## src/rtl/alu_result_fifo.sv

```systemverilog
// Tagged result buffer behind the 16-bit ALU: derives status flags at push time
// and queues {result, op, flags} in a circular FIFO with valid/ready on both sides.
module alu_result_fifo #(
   parameter int DEPTH = 4,
   localparam int AW = $clog2(DEPTH)
) (
   input  logic          clk,
   input  logic          rst,
   input  logic          in_valid,
   output logic          in_ready,
   input  logic [3:0]    in_op,
   input  logic [16:0]   in_y,
   output logic          out_valid,
   input  logic          out_ready,
   output logic [16:0]   out_y,
   output logic [3:0]    out_op,
   output logic          out_z,
   output logic          out_c,
   output logic          out_n,
   output logic          out_ill,
   output logic [AW:0]   count,
   output logic          ovf
);

   typedef struct packed {
      logic [16:0] y;
      logic [3:0]  op;
      logic        z;
      logic        c;
      logic        n;
      logic        ill;
   } entry_t;

   localparam logic [AW:0] FULL = (AW+1)'(DEPTH);

   // Carry is only meaningful for the add select; zero ignores the carry-out bit.
   function automatic entry_t make_entry(input logic [3:0] op, input logic [16:0] y);
      entry_t e;
      e.y   = y;
      e.op  = op;
      e.z   = (y[15:0] == 16'h0000);
      e.c   = (op == 4'd2) ? y[16] : 1'b0;
      e.n   = y[15];
      e.ill = (op > 4'd3);
      return e;
   endfunction

   entry_t          mem_q [DEPTH];
   entry_t          mem_d [DEPTH];
   logic [AW-1:0]   wp_q, wp_d;
   logic [AW-1:0]   rp_q, rp_d;
   logic [AW:0]     count_q, count_d;
   logic            ovf_q, ovf_d;
   logic            push_s, pop_s;
   entry_t          head_s;

   // Handshake decode and next-state for storage, pointers, occupancy and overflow.
   always_comb begin
      in_ready  = (count_q != FULL);
      out_valid = (count_q != {(AW+1){1'b0}});
      push_s    = in_valid && in_ready;
      pop_s     = out_valid && out_ready;
      mem_d     = mem_q;
      wp_d      = wp_q;
      rp_d      = rp_q;
      count_d   = count_q;

      if (push_s) begin
         mem_d[wp_q] = make_entry(in_op, in_y);
         wp_d        = wp_q + AW'(1);
      end else begin
         wp_d        = wp_q;
      end

      if (pop_s) begin
         rp_d = rp_q + AW'(1);
      end else begin
         rp_d = rp_q;
      end

      case ({push_s, pop_s})
         2'b10:   count_d = count_q + (AW+1)'(1);
         2'b01:   count_d = count_q - (AW+1)'(1);
         default: count_d = count_q;
      endcase

      ovf_d = ovf_q | (in_valid & (count_q == FULL));
   end

   // Head presentation; everything reads as zero while the FIFO is empty.
   always_comb begin
      head_s = mem_q[rp_q];
      if (!out_valid) begin
         head_s = entry_t'(25'd0);
      end else begin
         head_s = mem_q[rp_q];
      end
      out_y   = head_s.y;
      out_op  = head_s.op;
      out_z   = head_s.z;
      out_c   = head_s.c;
      out_n   = head_s.n;
      out_ill = head_s.ill;
      count   = count_q;
      ovf     = ovf_q;
   end

   // Control state with synchronous reset; held entries are discarded on reset.
   always_ff @(posedge clk) begin
      if (rst) begin
         wp_q    <= {AW{1'b0}};
         rp_q    <= {AW{1'b0}};
         count_q <= {(AW+1){1'b0}};
         ovf_q   <= 1'b0;
      end else begin
         wp_q    <= wp_d;
         rp_q    <= rp_d;
         count_q <= count_d;
         ovf_q   <= ovf_d;
      end
   end

   // Entry storage needs no reset: unoccupied slots are never presented.
   always_ff @(posedge clk) begin
      mem_q <= mem_d;
   end

endmodule

```

## config.mk

```make
export PLATFORM = sky130hd
export DESIGN_NAME = alu_result_fifo
export DESIGN_NICKNAME = d
export VERILOG_FILES = /design/src/rtl/alu_result_fifo.sv
export SDC_FILE = /design/constraint.sdc
export NUM_CORES = 1
export LEC_CHECK = 0
export BUFFER_PORTS_ARGS = -buffer_cell sky130_fd_sc_hd__buf_2
export CAP_MARGIN = 20
export CORE_ASPECT_RATIO = 1.25
export CORE_MARGIN = 2
export CORE_UTILIZATION = 60
export CTS_CLUSTER_DIAMETER = 100
export DETAILED_ROUTE_END_ITERATION = 16
export PLACE_DENSITY = 0.79
export SYNTH_ARGS = -nofsm -noshare
export SYNTH_HDL_FRONTEND = slang
export SYNTH_SLANG_ARGS = --single-unit
```

## constraint.sdc

```tcl
create_clock -name clk -period 3.96 [get_ports clk]
set_input_delay 0.198 -clock clk [delete_from_list [all_inputs] [get_ports clk]]
set_output_delay 0.198 -clock clk [all_outputs]
set_load 0.01 [all_outputs]
```

== Word level (Yosys, flattened, before mapping) ==
Index checks and enable logic that the tools add are counted.
Cells by class
  multiplexer cells: 9
  bitwise operators: 4
  order comparisons: 4
  equality and inequality tests: 5
  add/sub/neg operators: 4
  reductions and logical operators: 6
Operators by type and width (count)
  $bwmux W100: 1
  $mux W25: 4
  $bmux W25 S2: 1
  $demux W25 S2: 1
  $logic_not A16 Y1: 1
  $ge A3 B3 Y1 const B: 2
  $not A2 Y3: 2
  $pmux W3 S2: 1
  $add A2 B1 Y2 const B: 2
  $eq A4 B2 Y1 const B: 1
  $gt A4 B2 Y1 const B: 1
  $add A3 B1 Y3 const B: 1
  $eq A3 B3 Y1 const B: 1
  $logic_and A1 B1 Y1: 3
  $lt A3 B1 Y1 const B: 1
  $ne A3 B3 Y1 const B: 1
  $reduce_bool A3 Y1: 1
  $sub A3 B1 Y3 const B: 1
  $eq A2 B1 Y1 const B: 1
  $eq A2 B2 Y1 const B: 1
  $reduce_bool A2 Y1: 1
  $and A1 B1 Y1: 1
  $mux W1: 1
  $or A1 B1 Y1: 1
Storage, ports and cells
  logic and storage cells: 60
  input port bits: 25
  output and inout bits: 31
  bits in registers: 108

== Longest topological paths before layout ==
  depth after elaboration: 6
  gate-level depth with buffers: 9
  depth with buffers taken out: 9

== Worst setup path before layout ==
OpenSTA, ideal clock, no wires.
  path type: register to register
  start point: reg count_q[2], in the netlist count[2]
  end point: reg count_q[2], in the netlist count[2]
  period minus slack after synthesis: 2.098 ns
  setup slack: 1.862 ns
  data required time: 3.890 ns
  setup time: 0.070 ns
  path buffers: 0
  stages on the path, launching flop included: 10
  data arrival time: 2.028 ns
  cells stage by stage: dfxtp_1 -> nor3b_2 -> nor2_1 -> inv_1 -> ha_1 -> inv_1 -> fa_1 -> xor2_1 -> or3_1 -> a21oi_1
On the way
  longest elaborated chain between the ends: 4
  elaborated cells on any way between the ends: 10
  classes of those cells: 2 x add/sub; 3 x eq/ne; 1 x mux; 4 x reduce/logical
Ends and longest elaborated chain
  from (decl): RTL line 52  | logic [AW:0] count_q, count_d;
  from (signal assigned): RTL line 113  | count_q <= {(AW+1){1'b0}};
  from (signal assigned): RTL line 118  | count_q <= count_d;
  $ne A3 B3 Y1 or $reduce_bool A3 Y1 (tied branches): RTL line 59, 60
  $logic_and A1 B1 Y1 (on tied branches): RTL line 61, 62
  $eq A2 B1 Y1 or $eq A2 B2 Y1 (tied branches): RTL line 81  | case ({push_s, pop_s})
  $pmux W3 S2 or $reduce_bool A2 Y1 (tied branches)
Several ways; a longest one is shown, not always the timed one.
A chain may end at the register's enable or synchronous reset.

== Worst setup path after layout ==
  start point: reg rp_q[0]
  end point: out out_z
On the way
  longest elaborated chain between the ends: 5
Ends and longest elaborated chain
  from (decl): RTL line 51  | logic [AW-1:0] rp_q, rp_d;
  from (signal assigned): RTL line 112  | rp_q <= {AW{1'b0}};
  from (signal assigned): RTL line 117  | rp_q <= rp_d;
  $not A2 Y3 (implied by the code): RTL line 96  | head_s = mem_q[rp_q];
  $bmux W25 S2: RTL line 96
  $mux W25 (implied by the code) (2 in a row): RTL line 96
  $mux W25: RTL line 93  | if (!out_valid) begin
  to (decl): RTL line 17  | output logic out_z,
No other way between the ends. The select of a mux whose other input is x is not followed.

==> results.py <==
metrics = {
    "floorplan": {
        "die-area_mm2": 0.00777,
        "die_h_um": 98.1,
        "io_pins": 56,
        "rows": 34,
        "start_util_pct": 61.6,
        "core_area_mm2": 0.00689,
        "die_w_um": 79.3,
    },
    "sta": {
        "rsz0062_at_grt": "no",
        "finalHoldViolCount": 0,
        "fin_skew_ns": 0.0105,
        "slew_headroom_pct": 38.8,
        "fin_tns_setup_ns": 0,
        "fmax_mhz": 410,
        "final-max-slew-violation-count": 0,
        "finalSetupViolations": 0,
        "worstMarginPinSlew_ns": 0.919,
        "timing.final.crit_period_ns": 2.44,
        "finalCritPeriodShare_pct": 61.6,
    },
    "min_path": {
        "min_path_type": "in2reg",
        "hp-start": "in_y[11]",
        "whs_endpoint": "mem_q[69]",
        "whs_path_depth": 1,
    },
    "synthesis": {
        "synth_top_area_share_pct": 67.9,
        "syn_nets": 248,
        "ys_top_cells_by_count": "edfxtp_1 (96), mux4_2 (24), nor2b_1 (14), nor2b_4 (10), inv_1 (9)",
        "synth_edf_count": 96,
        "synth_warnings": 0,
        "async_reset_ff_share_pct": 0,
        "synth_cell_types": 30,
        "synth_most_common_cell": "edfxtp_1",
        "synth_ff_type": "edfxtp_1",
        "yosysSeqAreaShare_pct": 71.6,
        "yosysTopAreaCell": "edfxtp_1",
        "syn_area_mm2": 0.00425,
        "yosys_register_bits": 104,
        "synth_area_leaders": "edfxtp_1 (68%), mux4_2 (13%), dfxtp_1 (3.8%)",
        "postSynthAreaPerCell_um2": 19.6,
        "synthCells": 217,
    },
    "critical_path": {
        "worst-path-max-fanout": 26,
        "reg2regPathDepth": 9,
        "critPathMaxStageDelay_ns": 0.94,
        "path_buf_inv": 1,
        "setup.worst_path.class": "reg2out",
        "cp-startpoint": "rp_q[0]",
        "cp-start-kind": "flop",
        "endpoint_kind": "primary output",
        "worstPathRequired_ns": 3.76,
        "cp_cell_sequence": "mux4_2, nor2b_1, buf_2",
        "cpMaxStageDelayCell": "dfxtp_2",
        "reg2reg_slack_ns": 1.73,
        "critPathTopFamily": "flip-flops",
        "crit_arrival_ns": 2.24,
        "timing.rr.end": "count[2]",
        "r2r-start": "count[2]",
    },
    "status": {
        "status": "finished clean",
    },
    "clock_network": {
        "max-clock-path-buffers": 2,
        "insertion_delay_ns": 0.37,
        "clock-sinks": 104,
        "numCtsBuffers": 9,
        "postCtsSetupBuffers": 0,
        "cts_tree": "built",
        "cts_resized": 0,
        "cts_htree_levels": 3,
        "hold_buffers": 0,
        "root_buffer": "clkbuf_8",
        "clk_pin_slew_ns": 0.10,
    },
    "route": {
        "first_pass_iters": 4,
        "vias": 2087,
        "wirelength_um": 6980,
        "wl_per_cell_um": 18.8,
        "drc": 0,
        "drt_first_iter_violations": 96,
        "ant_nets": 0,
        "vias_per_cell": 5.61,
    },
    "place": {
        "port_buffers": 55,
        "gp_congestion": 0.690,
        "dp_hpwl_um": 4380,
        "placed_cells": 358,
    },
    "grt": {
        "grt_pass1_vias": 2126,
        "antenna_found_initial": 0,
        "track_usage_pct": 20.0,
        "grt_max_degree": 28,
        "grt_overflow": 0,
        "grt_pass1_wl_um": 11000,
    },
    "run": {
        "cap_violations": 0,
    },
    "power_and_ir_drop": {
        "p_leak_uw": 0.00171,
        "power_frac_clock_pct": 24.4,
        "vdd_drop_max_mv": 0.460,
        "p_sw_share_pct": 28.6,
        "p_per_area_mw_per_mm2": 633,
        "finalPower_uw": 3060,
        "p_int_uw": 2190,
        "p_comb_share_pct": 28.8,
        "power.net_switching_uw": 876,
        "seqPwrFrac_pct": 46.7,
    },
    "final_layout": {
        "syn2layout_area_growth_pct": 13.9,
        "final_core_util_pct": 70.2,
        "fillCellCount": 469,
        "final_cells": 372,
        "nets": 310,
        "drive_above_1_share_pct": 40.4,
        "regArea_mm2": 0.00304,
        "multi_input_area_mm2": 0.00109,
        "antenna_cells": 0,
    },
}
==> how the worst max path moves through the flow <==
| stage | to | slack [ns] | cells past startpoint |
|---|---|---|---|
| after global placement | count[2] | 1.79 | 9 |
| after CTS | out_z | 1.46 | 3 |
| final | out_z | 1.52 | 3 |
| after floorplan | count[2] | 1.86 | 9 |
| after detailed placement | count[2] | 1.73 | 9 |
| after global routing | out_z | 1.35 | 3 |
==> sequential cells by signal, summed over array words and instances (netlist names) <==
register / cells
wp_q: 2
ovf: 1
count: 3
mem_q: 96
rp_q: 2
==> power groups by stage <==
stage               registers (uW)  clock network, uW  logic, uW
floorplan                     1370                  0        736
global placement              1460                  0        876
detailed placement            1460                  0        891
CTS                           1440                760        898
global route                  1450                799        955
finish                        1430                749        884
==> cell type report <==
cell class                      instances  share of cell area (%)
Clock inverter                          5                    2.20
Inverter                               10                   0.776
Tap cell                               90                    2.33
Clock buffer                            9                    2.56
Timing Repair Buffer                   61                    6.62
Sequential cell                       104                    62.9
Multi-Input combinational cell         93                    22.6
==> cell usage in the layout (no fill, tap or decap) <==
cell type / count
mux4_2: 24
clkinvlp_4: 1
and4_1: 1
bufinv_16: 3
nor2b_1: 14
xor2_1: 3
nand2b_1: 2
or2_2: 1
buf_4: 6
fa_1: 1
edfxtp_1: 96
inv_6: 1
nand2_1: 2
clkbuf_8: 9
nor4_1: 4
nor2b_4: 10
a21oi_1: 5
o21ai_0: 3
or3_1: 3
and2_1: 4
inv_1: 9
ha_1: 5
nor3b_2: 1
buf_2: 55
nor3_4: 1
dfxtp_1: 7
inv_2: 1
nor2_1: 6
o31ai_1: 1
mux2i_1: 1
nor3_1: 1
dfxtp_2: 1
==> metrics by stage <==
step	instance area, um2	worst slack (ns)	hold WS (ns)
floorplan	4250	1.86	0.297
global placement	4610	1.79	0.431
detailed placement	4610	1.73	0.436
CTS	4840	1.46	0.0544
global route	4840	1.35	0.0503
finish	4840	1.52	0.0645
==> worst reg2reg max path, cell delays in order, from the launching register on <==
cell and delay [ns]:
dfxtp_1 0.44, nor3b_2 0.30, nor2_1 0.15, inv_1 0.08
ha_1 0.17, inv_1 0.06, fa_1 0.37, xor2_1 0.16
or3_1 0.31, a21oi_1 0.13
==> layer usage <==
metal	global-route usage (%)	part of all wire [%]	wire, um	up-vias
li1	-	-	-	959
met1	25.2	42	2960	1071
met2	33.1	52	3640	50
met3	4.71	3.9	270	7
met4	8.75	1.6	112	0
met5	0	0	0	-
==> cells by family (layout without fill, tap and decap cells) <==
logic type	count (synthesis)	in the layout	synth area share, %
AO/OA/AOI/OAI	9	9	1.12
multiplexers	25	25	13.0
adder cells (fa/ha/maj)	6	6	1.94
buffers and inverters	20	85	2.80
XOR/XNOR	3	3	0.619
AND/OR/NAND/NOR	50	50	8.92
flip-flops	104	104	71.6
(Power assumes the default switching activity.)
